==> config.mk <==
export PLATFORM = sky130hd
export DESIGN_NAME = game_tick_gen
export DESIGN_NICKNAME = d
export VERILOG_FILES = /design/src/rtl/game_tick_gen.sv
export SDC_FILE = /design/constraint.sdc
export NUM_CORES = 1
export LEC_CHECK = 0
export ABC_AREA = 1
export BUFFER_PORTS_ARGS = -buffer_cell sky130_fd_sc_hd__buf_2
export CAP_MARGIN = 25
export CELL_PAD_IN_SITES_DETAIL_PLACEMENT = 2
export CELL_PAD_IN_SITES_GLOBAL_PLACEMENT = 2
export CORE_MARGIN = 10
export CORE_UTILIZATION = 21
export DETAILED_ROUTE_END_ITERATION = 10
export PLACE_DENSITY_LB_ADDON = 0.1
export SLEW_MARGIN = 5
export SYNTH_ARGS = -nofsm -noshare
export SYNTH_HDL_FRONTEND = slang
export SYNTH_SLANG_ARGS = --single-unit
==> constraint.sdc <==
create_clock -name clock -period 1.3 [get_ports clock]
set_input_delay 0.26 -clock clock [delete_from_list [all_inputs] [get_ports clock]]
set_output_delay 0.26 -clock clock [all_outputs]
set_load 0.005 [all_outputs]
==> src/rtl/game_tick_gen.sv <==
// game_tick_gen: turns one bit of the free-running divided-clock bus into
// single-cycle game-update enables, with optional difficulty ramp.
// Optional feature macro: GAME_TICK_LEVEL_RAMP_EN. When it is defined, the
// level rises every TICKS_PER_LEVEL ticks up to MAX_LEVEL, and each level
// step selects the next-faster counter bit. When it is undefined, the level
// stays at 0 and the tap stays at BASE_TAP.
module game_tick_gen #(
   parameter int unsigned BASE_TAP        = 22,
   parameter int unsigned MAX_LEVEL       = 4,
   parameter int unsigned TICKS_PER_LEVEL = 64
) (
   input  logic        clock,
   input  logic        reset,
   input  logic [31:0] divided_clocks,
   input  logic        run,
   input  logic        pause,
   output logic        tick,
   output logic        level_up,
   output logic [2:0]  level,
   output logic [4:0]  tap,
   output logic [15:0] tick_count
);

   typedef enum logic [1:0] {StIdle, StRun, StPaused} state_t;

   state_t      state_q, state_d;
   logic        prev_q;
   logic        suppress_q, suppress_d;
   logic        tick_q, tick_d;
   logic [15:0] tick_count_q, tick_count_d;
   logic        sel_bit;
   logic        tick_edge;
   logic        restart;

   // Reject parameter sets outside the supported ranges at elaboration.
   if (MAX_LEVEL > 7 || BASE_TAP < MAX_LEVEL || BASE_TAP > 31 || TICKS_PER_LEVEL < 2)
   begin : g_param_check
      $error("game_tick_gen: parameter out of range");
   end

   // prev always follows the currently selected bit, so a change of tap
   // leaves prev stale for exactly one cycle; suppress covers that cycle.
   assign sel_bit   = divided_clocks[tap];
   assign tick_edge = sel_bit & ~prev_q & ~suppress_q;
   assign restart   = ~run | (state_q == StIdle);

   assign tick       = tick_q;
   assign tick_count = tick_count_q;

   // Next-state logic; run low overrides everything, including pause.
   always_comb begin
      state_d = state_q;
      unique case (state_q)
         StIdle:   if (run)    state_d = StRun;
         StRun:    if (pause)  state_d = StPaused;
         StPaused: if (!pause) state_d = StRun;
         default:  state_d = StIdle;
      endcase
      if (!run) state_d = StIdle;
   end

   // Tick only from RUN and only when run and pause allow it this cycle.
   // tick_count follows emitted ticks and clears while idle or stopping.
   always_comb begin
      tick_d       = (state_q == StRun) & run & ~pause & tick_edge;
      tick_count_d = tick_count_q;
      if (restart) begin
         tick_count_d = '0;
      end else if (tick_q) begin
         tick_count_d = tick_count_q + 16'd1;
      end
   end

   // Core state registers.
   always_ff @(posedge clock) begin
      if (reset) begin
         state_q      <= StIdle;
         prev_q       <= 1'b0;
         suppress_q   <= 1'b1;
         tick_q       <= 1'b0;
         tick_count_q <= '0;
      end else begin
         state_q      <= state_d;
         prev_q       <= sel_bit;
         suppress_q   <= suppress_d;
         tick_q       <= tick_d;
         tick_count_q <= tick_count_d;
      end
   end

`ifdef GAME_TICK_LEVEL_RAMP_EN
   localparam int unsigned LvlCntW = $clog2(TICKS_PER_LEVEL);

   logic [LvlCntW-1:0] lvl_cnt_q, lvl_cnt_d;
   logic [2:0]         level_q, level_d;
   logic               level_up_q;
   logic               advance;

   assign level    = level_q;
   assign level_up = level_up_q;
   assign tap      = 5'(BASE_TAP) - 5'(level_q);

   // Count ticks at the current level and step up once the quota is met.
   // At MAX_LEVEL the counter is never incremented and so stays at 0.
   always_comb begin
      level_d   = level_q;
      lvl_cnt_d = lvl_cnt_q;
      advance   = 1'b0;
      if (restart) begin
         level_d   = '0;
         lvl_cnt_d = '0;
      end else if (tick_q && (level_q < 3'(MAX_LEVEL))) begin
         if (lvl_cnt_q == LvlCntW'(TICKS_PER_LEVEL - 1)) begin
            advance   = 1'b1;
            level_d   = level_q + 3'd1;
            lvl_cnt_d = '0;
         end else begin
            lvl_cnt_d = lvl_cnt_q + 1'b1;
         end
      end
      suppress_d = advance;
   end

   // Level registers; level_up is a one-cycle echo of the advance.
   always_ff @(posedge clock) begin
      if (reset) begin
         level_q    <= '0;
         lvl_cnt_q  <= '0;
         level_up_q <= 1'b0;
      end else begin
         level_q    <= level_d;
         lvl_cnt_q  <= lvl_cnt_d;
         level_up_q <= advance;
      end
   end
`else
   assign level      = 3'd0;
   assign level_up   = 1'b0;
   assign tap        = 5'(BASE_TAP);
   assign suppress_d = 1'b0;
`endif

endmodule

==> results of run 1 <==
[synth_stat cells]
cell / instances / area share (%)
nand2_1: 33 / 12
buf_4: 10 / 7.0
nor2_1: 25 / 8.8
inv_2: 1 / 0.35
xor2_1: 1 / 0.82
buf_6: 1 / 1.1
nor3_1: 5 / 2.3
nor4_1: 1 / 0.59
inv_1: 22 / 7.7
a21oi_1: 10 / 4.7
nand4_1: 3 / 1.8
nand3_1: 12 / 5.6
xnor2_1: 1 / 0.82
o21ai_0: 2 / 0.94
o21bai_1: 1 / 0.70
conb_1: 2 / 0.70
nand3b_1: 1 / 0.70
nor3_4: 1 / 1.5
nand2_2: 1 / 0.59
nor2_2: 2 / 1.2
ha_1: 1 / 1.2
dfxtp_1: 21 / 39
[worst paths after layout]
check,start,end,slack (ns),cells after the start
setup / recovery,tick_count[2],tick_count[14],0.04,7
hold / removal,reset,suppress_q,0.12,1
setup reg to reg,tick_count[2],tick_count[14],0.04,7
hold reg to reg,prev_q,tick,0.39,1
[critical path, cell delays in order, from the launching register on]
cell and delay, ns:
dfxtp_1 0.44, inv_2 0.12, nor3_4 0.23, buf_12 0.15, nand3_1 0.07, nand2_1 0.07
inv_1 0.03, nor2_1 0.08
[power by group]
| group | internal [mW] | switching (mW) |
|---|---|---|
| logic | 0.0152 | 0.0281 |
| clock network | 0.217 | 0.238 |
| registers | 0.646 | 0.00281 |
| total | 0.878 | 0.269 |
[registers in the layout, indices dropped and copies added (netlist names)]
register    flops
prev_q          1
state_q         2
suppress_q      1
tick            1
tick_count     16
[cells by family after synthesis]
kind of cell    count (synthesis)
simple gates                   84
flops                          21
fa+ha+maj                       1
buf+inv                        34
xor+xnor                        2
other cells                     2
compound gates                 13
[per-layer routing]
layer  vias to the layer above  routed length (um)  GRT usage [%]
li1                        535                   -              -
met1                       515                1370           7.99
met2                        19                1900           16.2
met3                         0                 162           2.96
met4                         0                   0           2.74
met5                         -                   0              0
[final cells by class]
type / instances / share of cell area [%]
clock buffers: 3 / 2.92
flip-flops and latches: 21 / 30.6
inverters: 23 / 6.11
clock inverters: 1 / 0.531
well taps: 67 / 5.93
multi-input cells: 109 / 39.2
repair buffers: 33 / 14.7
[what timing repair did]
action | in CTS | in global routing
endpoints found under the setup margin | 4 | 12
buffers inserted | 0 | 2
pin swaps | 0 | 2
resized for setup | 4 | 21
==> impl_metrics.toml, run 1 <==
[timing]
whs_ns = 0.117
fmax_ghz = 0.794
fin_crit_sh_pct = 96.8
setup_slack_ns = 0.0411
tns_ns = 0
finalHoldViolCount = 0
period_minus_slack_ns = 1.26
slew_viol_final = 0
setup_viol = 0
skew_ns = 0.00727
grt_setup_unrepaired = "true"

[cts]
clk_path_buf_depth = 2
clk_latency_ns = 0.27
cts_tree = "yes"
cts_htree_levels = 1
cts_sinks = 21
cts_buffers = 3
path_clk_slew_ns = 0.09
cts_hold_buf = 0
cts_root_buf = "clkbuf_8"

[global_routing]
overflow = 0
antenna_found_initial = 0
grt_usage_pct = 8.38
first_global_vias = 1256
grt_first_pass_wirelength_mm = 5.80
grt_max_degree = 14

[worst_setup_path]
crit_type = "reg2reg"
end_kind = "flop"
critPathRequiredTime_ns = 1.51
cp-start-kind = "flop"
cp_max_fo = 9
cp.arrival_ns = 1.47

[floorplan]
initial_core_util_pct = 22.2
chipWidth_um = 91.3
num_rows = 25
ios = 62
die_h_um = 91.3
design.core.area_mm2 = 0.00482
dieArea_mm2 = 0.00834

[synthesis]
synth-xor-area-share_pct = 1.64
synthCells = 157
synth_top_family_by_area = "simple AND/OR/NAND/NOR gates"
ys_ff_latch = 21
yosys_warnings = 0
syn_area_per_cell_um2 = 6.81
netlist_area_mm2 = 0.00107
ys_types = 22
synth-simple-area-share_pct = 34.7
synth_fa_ha_area_share_pct = 1.17
synth_mux_area_share_pct = 0
synth_compound_area_share_pct = 6.32
seq_area_frac_synth_pct = 39.3

[routing]
viasPerCell = 4.16
wl_per_cell_um = 13.3
dr.pass1.iters = 2
ant_nets = 0
dr.first_iter.drc_count = 13
vias = 1069
wl_mm = 3.43
drc = 0

[power_and_ir_drop]
power.total_mw = 1.15
power.density_mw_per_mm2 = 812
leakagePower_nw = 0.586
peakVddDrop_mv = 0.284

[cells_and_area]
area_growth_pct = 32.2
final_cell_mix = "nand2_1 (30), inv_1 (21), buf_2 (21)"
final_nets = 228
antennaDiodeCount = 0
fin_cells = 257
fill_cells = 605
fin_area_mm2 = 0.00141
final_util_pct = 29.3
final_common_cell = "nand2_1"
drive_gt1_share_pct = 32.1
multiInputGateArea_um2 = 554
register_area_um2 = 432

[place]
dp_hpwl_mm = 2.73
place_congestion = 0.721
dp_cells = 251
portBuffers = 21
placed_area_mm2 = 0.00128
dp_slack_ns = -0.0519

[run_status]
status = "finished, final reports clean"

[hold_path]
hold_path.class = "in2reg"

[run]
maxCapViolCount = 0
Power figures use the tool's default switching activity.
==> inputs of run 2 (changes only) <==
==> constraint.sdc (replaced) <==
create_clock -name clock -period 1.3 [get_ports clock]
set_input_delay 0.065 -clock clock [delete_from_list [all_inputs] [get_ports clock]]
set_output_delay 0.065 -clock clock [all_outputs]
set_load 0.005 [all_outputs]
==> run 2 against run 1 <==
Compared with the run above: clock-buffer cell count increased by 1; highest routed layer is now met4; sequential cell count unchanged; clock skew increased by 0.00065 ns; maximum frequency decreased by 2.0%.
==> impl_metrics.toml, run 2 (same netlist as run 1, synthesis figures left out) <==
[cells_and_area]
antennaDiodeCount = 0
fill_cells = 606
multiInputGateArea_um2 = 583
final_cell_mix = "nand2_1 (30), buf_2 (21), inv_1 (20), nor2_1 (20), dfxtp_1 (12)"
final_nets = 230
area_growth_pct = 39.1
drive_gt1_share_pct = 34.4
register_area_um2 = 439
fin_cells = 259
largest_register_ffs = 16
final_common_cell = "nand2_1"

[floorplan]
initial_core_util_pct = 22.2
ios = 62
die_h_um = 91.3
design.core.area_mm2 = 0.00482
dieArea_mm2 = 0.00834
num_rows = 25
chipWidth_um = 91.3

[power_and_ir_drop]
switchingPower_mw = 0.262
switching_share_pct = 23.0
p_int_mw = 0.879
seq_power_share_pct = 56.6
clkPwrFrac_pct = 38.9
power.density_mw_per_mm2 = 767
peakVddDrop_mv = 0.372
leakagePower_nw = 0.612
p_comb_share_pct = 4.5

[global_routing]
overflow = 0
grt_first_pass_wirelength_mm = 5.76
grt_max_degree = 12
first_global_vias = 1190
grt_usage_pct = 8.48
antenna_found_initial = 0

[worst_setup_path]
cp_max_fo = 4
crit_type = "reg2reg"
cp-start-kind = "flop"
slowest_delay_ns = 0.38
end_kind = "flop"
cp.arrival_ns = 1.45
critPathRequiredTime_ns = 1.47
path_cells = "ha_4 > nand2_4 > nor3_4 > clkbuf_16 > nand4_1 > nand2_1 > nor2_1"
cp_slowest_cell = "dfxtp_4"

[cts]
cts_sinks = 21
cts_buffers = 3
path_clk_slew_ns = 0.08
cts_htree_levels = 1
clk_latency_ns = 0.26
cts_root_buf = "clkbuf_8"
cts_tree = "yes"
clk_path_buf_depth = 2

[routing]
viasPerCell = 4.22
wl_per_cell_um = 14.2
wl_mm = 3.69
drc = 0
vias = 1093
dr.first_iter.drc_count = 12
dr.pass1.iters = 3
ant_nets = 0

[place]
dp_hpwl_mm = 2.81
dp_cells = 249
portBuffers = 21
place_congestion = 0.747

[run]
maxCapViolCount = 0

[timing]
finalHoldViolCount = 0
grt_setup_unrepaired = "true"
slew_viol_final = 0
setup_viol = 0
skew_ns = 0.00793
fin_crit_sh_pct = 98.8
period_minus_slack_ns = 1.28
fmax_ghz = 0.778
tns_ns = 0

[run_status]
status = "finished, final reports clean"

[hold_path]
hold_path.class = "in2reg"
-- run 2: cell count changes in the layout (fill, tap and decap cells not counted), sizes merged --
cell / before / now
clkbuf: 3 / 5
dlygate4sd3: 0 / 2
buf: 33 / 31
inv: 23 / 22
clkinvlp: 1 / 2
-- run 2: worst paths after layout --
check	cells past startpoint	startpoint	slack (ns)	to
min reg2reg	1	suppress_q	0.39	tick
max reg2reg	7	tick_count[0]	0.02	tick_count[14]
min	3	divided_clocks[22]	0.03	prev_q
max	7	tick_count[0]	0.02	tick_count[14]
-- run 2: timing repair --
action	in CTS	in global routing
cloned	0	2
hold buffers	2	0
endpoints found under the hold margin	3	0
resized for setup	5	30
setup buffers	0	2
pin swaps	0	5
endpoints found under the setup margin	5	11
-- run 2: layer usage --
layer / up-vias / part of all wire, % / wire, um / track usage [%]
met2: 15 / 55 / 2030 / 15.2
met3: 2 / 3.6 / 131 / 2.22
met1: 533 / 41 / 1510 / 9.39
li1: 543 / - / - / -
met5: - / 0 / 0 / 0
met4: 0 / 0.57 / 21 / 3.13
-- run 2: power groups by stage --
| stage | Clock [mW] | Sequential [mW] | Combinational, mW |
|---|---|---|---|
| final | 0.444 | 0.645 | 0.0512 |
| after global routing | 0.506 | 0.647 | 0.0601 |
| after CTS | 0.473 | 0.652 | 0.0443 |
| after detailed placement | 0 | 0.667 | 0.0397 |
| after global placement | 0 | 0.666 | 0.0377 |
| after floorplan | 0 | 0.666 | 0.0452 |
-- run 2: stage by stage --
stage	total power [mW]	setup slack (ns)	instance area (um2)	hold WS (ns)	util, %
floorplan	0.711	0.0629	1090	0.0927	-
global placement	0.704	0.0275	1270	0.197	26.4
detailed placement	0.707	-0.0358	1270	0.205	26.4
CTS	1.17	0.00642	1350	0.0212	28.0
global route	1.21	-0.101	1490	0.0274	30.9
finish	1.14	0.0153	1490	0.0272	30.9
-- run 2: cell type report --
| cell class | count | share of cell area, % |
|---|---|---|
| clock buffer | 4 | 3.03 |
| timing repair inverter | 1 | 0.505 |
| tap | 67 | 5.64 |
| sequential | 21 | 29.5 |
| inverter | 23 | 6.06 |
| multi-input combinational | 109 | 39.2 |
| timing repair buffer | 34 | 16.0 |
-- run 2: worst max-delay path: cells and delay by family (launching register included) --
family	cells	cell delay (ns)
and+or+nand+nor	5	0.46
DFF	1	0.38
buffers and inverters	1	0.20
adders and majority gates	1	0.16
==> inputs of run 3 (changes only) <==
- CORE_MARGIN: 10 -> 1.5
- SETUP_SLACK_MARGIN: not set -> 0.2
==> run 3 against run 2 <==
Compared with the run above: first-iteration DRC count grew 110%; maximum frequency grew 6.7%; wire length shrank 10%; critical path depth is the same; critical endpoint is now tick_count[6]; highest routed layer unchanged; worst setup slack gained 0.081 ns; combinational power grew 54%; sequential cell count is the same; clock skew shrank 0.0066 ns.
==> impl_metrics.toml, run 3 (same netlist as run 1, synthesis figures left out) <==
[floorplan]
die_h_um = 74.3
ios = 62
chipWidth_um = 74.3
initial_core_util_pct = 22.2
num_rows = 25
design.core.area_mm2 = 0.00482
dieArea_mm2 = 0.00552

[cells_and_area]
area_growth_pct = 52.6
largest_register_ffs = 16
final_common_cell = "nand2_1"
final_cell_mix = "nand2_1 (26), buf_2 (21), buf_4 (20)"
final_nets = 243
final_util_pct = 33.8
fin_cells = 272
fill_cells = 602
antennaDiodeCount = 0
drive_gt1_share_pct = 45.9

[routing]
viasPerCell = 4.24
dr.first_iter.drc_count = 25
wl_per_cell_um = 12.2
dr.pass1.iters = 2
ant_nets = 0
vias = 1152
wl_mm = 3.31
drc = 0

[hold_path]
hp-start = "divided_clocks[22]"
min_to = "prev_q"
hold_path.class = "in2reg"
hold_path_depth = 3

[power_and_ir_drop]
peakVddDrop_mv = 0.389
leakagePower_nw = 0.690
power.density_mw_per_mm2 = 719

[worst_setup_path]
path_cells = "ha_4 > nand2_4 > nor3_4 > buf_12 > buf_4 > a21oi_1 > nor2_1"
slowest_delay_ns = 0.37
r2r_cells = 7
cp_num_buf_inv = 2
cp_max_fo = 9
cp-start-kind = "flop"
crit_type = "reg2reg"
timing.rr.start = "tick_count[0]"
critPathRequiredTime_ns = 1.46
end_kind = "flop"
cp_slowest_cell = "dfxtp_4"
cp.arrival_ns = 1.37
crit_family = "flip-flops"
r2r_slack_ns = 0.1
crit_start = "tick_count[0]"
r2r_end = "tick_count[6]"

[place]
dp_cells = 254
dp_hpwl_mm = 2.49
place_congestion = 0.694
dp_slack_ns = -0.0294
portBuffers = 21

[timing]
fmax_ghz = 0.831
skew_ns = 0.00132
fin_crit_sh_pct = 92.6
finalHoldViolCount = 0
setup_slack_ns = 0.0961
slew_viol_final = 0
period_minus_slack_ns = 1.20
setup_viol = 0
grt_setup_unrepaired = "true"

[global_routing]
grt_first_pass_wirelength_mm = 5.55
grt_usage_pct = 13.2
first_global_vias = 1176
use_met2_pct = 26.0
grt-busiest-layer = "met2"
overflow = 0
grt_max_degree = 13
grt_util_met3_pct = 3.12
use_met1_pct = 14.3
antenna_found_initial = 0

[cts]
path_clk_slew_ns = 0.08
clk_latency_ns = 0.26
cts_root_buf = "clkbuf_8"
clk_path_buf_depth = 2
cts_tree = "yes"
cts_buffers = 3
cts_htree_levels = 1
cts_sinks = 21

[run]
maxCapViolCount = 0

[run_status]
status = "finished, final reports clean"
run 3: cell types whose count changed in the layout (fill, tap and decap cells not counted), moves of 3 or more:
cell / change
nand2_1: -4
dfxtp_1: -3
dfxtp_2: +3
buf_4: +11
buf_6: +4
nand2_2: +4
nor2_1: -3
run 3: report_power, final:
part           switching, mW  internal, mW  leakage (nW)
combinational         0.0386        0.0403         0.487
clock                  0.233         0.214        0.0255
sequential           0.00375         0.642         0.177
run 3: worst max path at each step:
stage | end | cells after the start
final | tick_count[6] | 7
after global routing | tick_count[14] | 8
after CTS | tick_count[14] | 8
after detailed placement | tick_count[7] | 8
after global placement | tick_count[13] | 7
after floorplan | tick_count[12] | 7
run 3: stage by stage:
step | total power [mW] | setup TNS (ns) | instance area (um2) | hold WS, ns
finish | 1.17 | 0 | 1630 | 0.0209
global route | 1.24 | -0.0487 | 1630 | 0.0199
CTS | 1.19 | 0 | 1520 | 0.0159
detailed placement | 0.706 | -0.0294 | 1330 | 0.204
global placement | 0.703 | 0 | 1330 | 0.196
floorplan | 0.708 | 0 | 1120 | 0.0927
run 3: cell type report:
type	instances	area, um2	area share (%)
Multi-Input combinational cell	109	627	38.4
Sequential cell	21	443	27.2
Timing Repair Buffer	48	340	20.9
Inverter	23	90.1	5.53
Tap cell	67	83.8	5.14
Clock buffer	3	41.3	2.53
Clock inverter	1	5.00	0.307
run 3: repair_timing:
action	in CTS	in global routing
setup buffers	7	5
hold buffers	2	0
pin swaps	6	7
setup endpoints to repair	13	14
hold endpoints to repair	3	0
gates resized for setup	27	22
run 3: layer usage:
layer	wire length, um	share of wire [%]
met5	0	0
met4	17	0.51
met3	122	3.7
met2	1880	57
met1	1290	39
run 3: worst min-delay path: cells and delay by family:
kind,cells,cell delay [ns]
buf+inv,2,0.16
simple gates,1,0.03
